[config.mk]
export PLATFORM = sky130hd
export DESIGN_NAME = load_store_unit
export DESIGN_NICKNAME = d
export VERILOG_FILES = /design/src/rtl/load_store_unit.sv
export SDC_FILE = /design/constraint.sdc
export NUM_CORES = 1
export LEC_CHECK = 0
export ABC_AREA = 1
export BUFFER_PORTS_ARGS = -buffer_cell sky130_fd_sc_hd__buf_2
export CAP_MARGIN = 10
export CORE_MARGIN = 5
export CORE_UTILIZATION = 50
export DETAILED_ROUTE_END_ITERATION = 8
export GPL_TIMING_DRIVEN = 0
export PLACE_DENSITY = 0.8
export REMOVE_ABC_BUFFERS = 1
export SKIP_CTS_REPAIR_TIMING = 1
export SYNTH_ARGS = -nofsm -noshare
export SYNTH_HDL_FRONTEND = slang
export SYNTH_SLANG_ARGS = --single-unit
[constraint.sdc]
create_clock -name CLK -period 1.7 [get_ports CLK]
set_input_delay 0 -clock CLK [delete_from_list [all_inputs] [get_ports CLK]]
set_output_delay 0 -clock CLK [all_outputs]
set_load 0.02 [all_outputs]
[src/rtl/load_store_unit.sv]
// load_store_unit: single-outstanding RISC-V load/store sequencer with lane steering, extension and bus timeout.
// Define LSU_MISALIGN_TRAP_EN to fault misaligned halfword/word accesses instead of truncating the address.
module load_store_unit #(
    parameter int WaitLimit = 15
) (
    input  logic        CLK,
    input  logic        RST,
    input  logic        Start,
    input  logic [31:0] Addr,
    input  logic [31:0] StoreData,
    input  logic [2:0]  MemOp,
    input  logic        IsStore,
    output logic        Busy,
    output logic        Done,
    output logic [31:0] LoadData,
    output logic        Fault,
    output logic        MemReq,
    output logic        MemWe,
    output logic [31:0] MemAddr,
    output logic [31:0] MemWData,
    output logic [3:0]  MemByteEn,
    input  logic [31:0] MemRData,
    input  logic        MemAck
);
    localparam logic [1:0] IDLE   = 2'd0;
    localparam logic [1:0] ACCESS = 2'd1;
    localparam logic [1:0] FINISH = 2'd2;

    logic [1:0]  state;
    logic [31:0] addr_q, sdata_q, load_q;
    logic [2:0]  op_q;
    logic        store_q, fault_q;
    logic [7:0]  wait_cnt;
    logic        illegal, misalign, at_limit, access;
    logic [3:0]  byte_en;
    logic [31:0] wdata, ext;
    logic [7:0]  byte_lane;
    logic [15:0] half_lane;

    always_comb begin
        illegal   = IsStore ? (MemOp[2] | (MemOp[1:0] == 2'b11)) : ((MemOp == 3'b011) | (MemOp[2:1] == 2'b11));
`ifdef LSU_MISALIGN_TRAP_EN
        misalign  = ((MemOp[1:0] == 2'b01) & Addr[0]) | ((MemOp[1:0] == 2'b10) & (|Addr[1:0]));
`else
        misalign  = 1'b0;
`endif
        at_limit  = wait_cnt == 8'(WaitLimit - 1);
        access    = state == ACCESS;
        byte_en   = op_q[1:0] == 2'b00 ? 4'b0001 << addr_q[1:0] :
                    op_q[1:0] == 2'b01 ? 4'b0011 << {addr_q[1], 1'b0} : 4'b1111;
        wdata     = op_q[1:0] == 2'b00 ? {4{sdata_q[7:0]}} :
                    op_q[1:0] == 2'b01 ? {2{sdata_q[15:0]}} : sdata_q;
        byte_lane = MemRData[{addr_q[1:0], 3'b000} +: 8];
        half_lane = MemRData[{addr_q[1], 4'b0000} +: 16];
        // funct3 bit 2 marks the unsigned variants
        ext       = op_q[1:0] == 2'b00 ? {{24{~op_q[2] & byte_lane[7]}}, byte_lane} :
                    op_q[1:0] == 2'b01 ? {{16{~op_q[2] & half_lane[15]}}, half_lane} : MemRData;
    end

    assign Busy      = state != IDLE;
    assign Done      = state == FINISH;
    assign Fault     = Done & fault_q;
    assign LoadData  = load_q;
    assign MemReq    = access;
    assign MemWe     = access & store_q;
    assign MemAddr   = access ? {addr_q[31:2], 2'b00} : 32'h0;
    assign MemWData  = access ? wdata : 32'h0;
    assign MemByteEn = access ? byte_en : 4'h0;

    always_ff @(posedge CLK) begin
        if (RST) begin
            state    <= IDLE;
            addr_q   <= 32'h0;
            sdata_q  <= 32'h0;
            op_q     <= 3'h0;
            store_q  <= 1'b0;
            fault_q  <= 1'b0;
            wait_cnt <= 8'h0;
            load_q   <= 32'h0;
        end else begin
            case (state)
                IDLE: if (Start) begin
                    addr_q   <= Addr;
                    sdata_q  <= StoreData;
                    op_q     <= MemOp;
                    store_q  <= IsStore;
                    wait_cnt <= 8'h0;
                    fault_q  <= illegal | misalign;
                    state    <= (illegal | misalign) ? FINISH : ACCESS;
                end
                ACCESS: if (MemAck) begin
                    state   <= FINISH;
                    fault_q <= 1'b0;
                    if (!store_q) load_q <= ext;
                end else if (at_limit) begin
                    state   <= FINISH;
                    fault_q <= 1'b1;
                end else begin
                    wait_cnt <= wait_cnt + 8'h1;
                end
                FINISH: state <= IDLE;
                default: state <= IDLE;
            endcase
        end
    end
endmodule
==> run metrics <==
outcome finished with violations; failing checks hold timing; CP arrival 1690 ps; H-tree levels 3; die area 14000 um^2; vias in the first global route 5549; first-pass GRT wire length 27.03 mm; CTS max path bufs 2; Hold Crit Endpoint sdata_q[8]; area leader, netlist dfxtp_1; max cap viols 0; root buf cell clkbuf_16; Worst Hold Class in2reg; Setup Skew 12.95 ps; Post-DP HPWL 11.54 mm; CTS clock-pin slew for the worst setup and hold paths 80 ps; Slew @ Worst Pin 801.4 ps; drt pass-1 iters 6; utilization after layout 0.7422; HP Start StoreData[8]; most frequent cells in the layout 203 x buf_2, 198 x nand2_1, 172 x nor2_1, 121 x inv_1, 105 x dfxtp_1; DRT iter0 DRCs 704; Mapped Cells 945; crit start category register; number of CTS-inserted buffers 9; FMAX 593.0 MHz; crit-path leading delay family buffers and inverters; Die H 118.3 um; Req. time, crit path 1700 ps; port bufs 206; share of the synthesized area in the top cell type 0.3787; Critical Path Stages 7; Worst R2R Setup Slack 30 ps; FF-to-FF Start addr_q[0]; Mapped Area 5868 um^2; io pins 209; Final Setup Violations 0; DR WL/cell 16.14 um; Yosys reg bits 111; CTS Sinks 111; R2R Path End LoadData[31]; leak pwr 0.004293 uW; Initial Util 0.5117; Fin. Hold Viols 4; Site Rows 39; GPL Wtd Cong 0.8499; max_slew headroom 0.4658; Final #Nets 1325; ranking of synthesized cells by area dfxtp_1 38%, nand2_1 13%, nor2_1 11%; Avg Cell Area, Syn 6.210 um^2; grt ovf 0; Yosys Warn Count 0; pwr/cell area 837.7 nW/um^2; Final min period 1686 ps; die width 118.3 um; VDD IR max 718.3 uV; placed cells 1239; Clk Latency, worst-skew pair 370 ps; routed vias 7261; Final Cycle Share 0.9920; Overall Global Routing Usage 0.2310; Core Area 11470 um^2; TNS Setup 0 ps; share of layout cells above drive strength 1 0.2516; Critical Path End Type output port; Max stage delay cell, worst path dfxtp_4; worst-path maximum fanout 8; Setup Crit Path Kind reg2out; Antenna Nets Post-Route 0; vias per inst 5.308; Worst path max stage delay 440 ps; worst path buffer plus inverter count 4; sequential share of the synthesized area 0.3787; post-route DRC violation count 0; number of antenna violations at the first check in global routing 1; largest net degree at the start of global routing 116; synth-to-layout area growth 45.03%; Cell Chain, Critical Path nor2_8 > clkinvlp_4 > buf_4 > buf_12 > nand2_1 > a21oi_1 > buf_2; Post-Route WL 22.09 mm; Min Hold Slack -71.94 ps; CTS tree yes; FF-to-FF path depth 8; hold depth 3; total power 7130 uW; Synth cell types 30; most common cell after layout, fill and taps aside buf_2; Slew Limit Fails 0; Finished Layout Cells 1368
## state kept, by name, summed over array words and instances, names as in the netlist
| register | count |
|---|---|
| LoadData | 32 |
| op_q | 3 |
| fault_q | 1 |
| sdata_q | 32 |
| state | 2 |
| wait_cnt | 8 |
| addr_q | 32 |
| store_q | 1 |
## metrics by stage
step | hold WS [ps] | area [um^2] | setup slack (ps)
final | -71.94 | 8511 | 13.68
after floorplan | 69.07 | 5567 | -1656
after global placement | 253.2 | 6777 | -3422
after detailed placement | 260.1 | 6899 | -982.9
after global routing | -28.86 | 8511 | -69.55
after CTS | -115.2 | 7224 | -1174
## tightest hold or removal path: stages
cell and delay, ps:
buf_2 80, o21ai_0 80, nor2_1 90
## routing by layer
layer	wire [um]	vias to the layer above	GRT usage
met5	0	-	0
met4	550	0	0.07240
met3	2505	50	0.07498
met2	10640	483	0.3790
met1	8389	3244	0.2885
li1	-	3484	-
## Yosys cell counts
cell type,n
o21bai_1,1
nor2_2,1
buf_6,4
ha_1,2
nand4_1,3
nor2_4,1
dfxtp_1,111
buf_2,22
buf_4,6
nand3_2,2
nor2_1,174
inv_1,125
nand3_1,64
clkbuf_1,22
xor2_1,1
o211ai_1,8
buf_1,6
nand2_2,3
nor2_8,1
inv_2,4
a21oi_1,78
nor3_1,1
conb_1,1
nor3_2,1
nor3b_1,1
nand2_1,203
a21oi_2,1
o21ai_0,93
nand3b_1,4
clkinv_1,1
## cells by family after synthesis
group                      count (synthesis)  synth area share
adders and majority gates                  2          0.004264
AOI/OAI and AO/OA                        181            0.1588
and+or+nand+nor                          459            0.3209
DFF                                      111            0.3787
xor gates and xnor gates                   1          0.001493
buffers and inverters                    190            0.1352
other                                      1         0.0006390
## worst max-delay path by stage
stage	startpoint	to	slack (ps)
2_1_floorplan	state[0]	LoadData[3]	-1660
6_report	op_q[1]	MemWData[14]	10
4_1_cts	state[0]	MemByteEn[3]	-1170
3_5_place_dp	state[1]	wait_cnt[5]	-980
3_3_place_gp	state[0]	LoadData[1]	-3420
5_1_grt	addr_q[0]	LoadData[31]	-70
## report_power, final
| part | internal [uW] | total (uW) | switching [uW] |
|---|---|---|---|
| clock network | 1310 | 2370 | 1060 |
| logic | 739 | 1830 | 1090 |
| registers | 2790 | 2930 | 140 |
| total | 4840 | 7130 | 2290 |
## layout make-up
type / count / area, um^2
multi-input cells: 648 / 2998
fillers: 828 / 2957
flip-flops and latches: 111 / 2242
repair buffers: 317 / 2225
inverters: 130 / 524.3
clock buffers: 9 / 225.2
well taps: 143 / 178.9
clock inverters: 7 / 100.1
repair inverters: 2 / 15.01
diodes: 1 / 2.502
No activity file was read; power rests on OpenSTA's default activity.
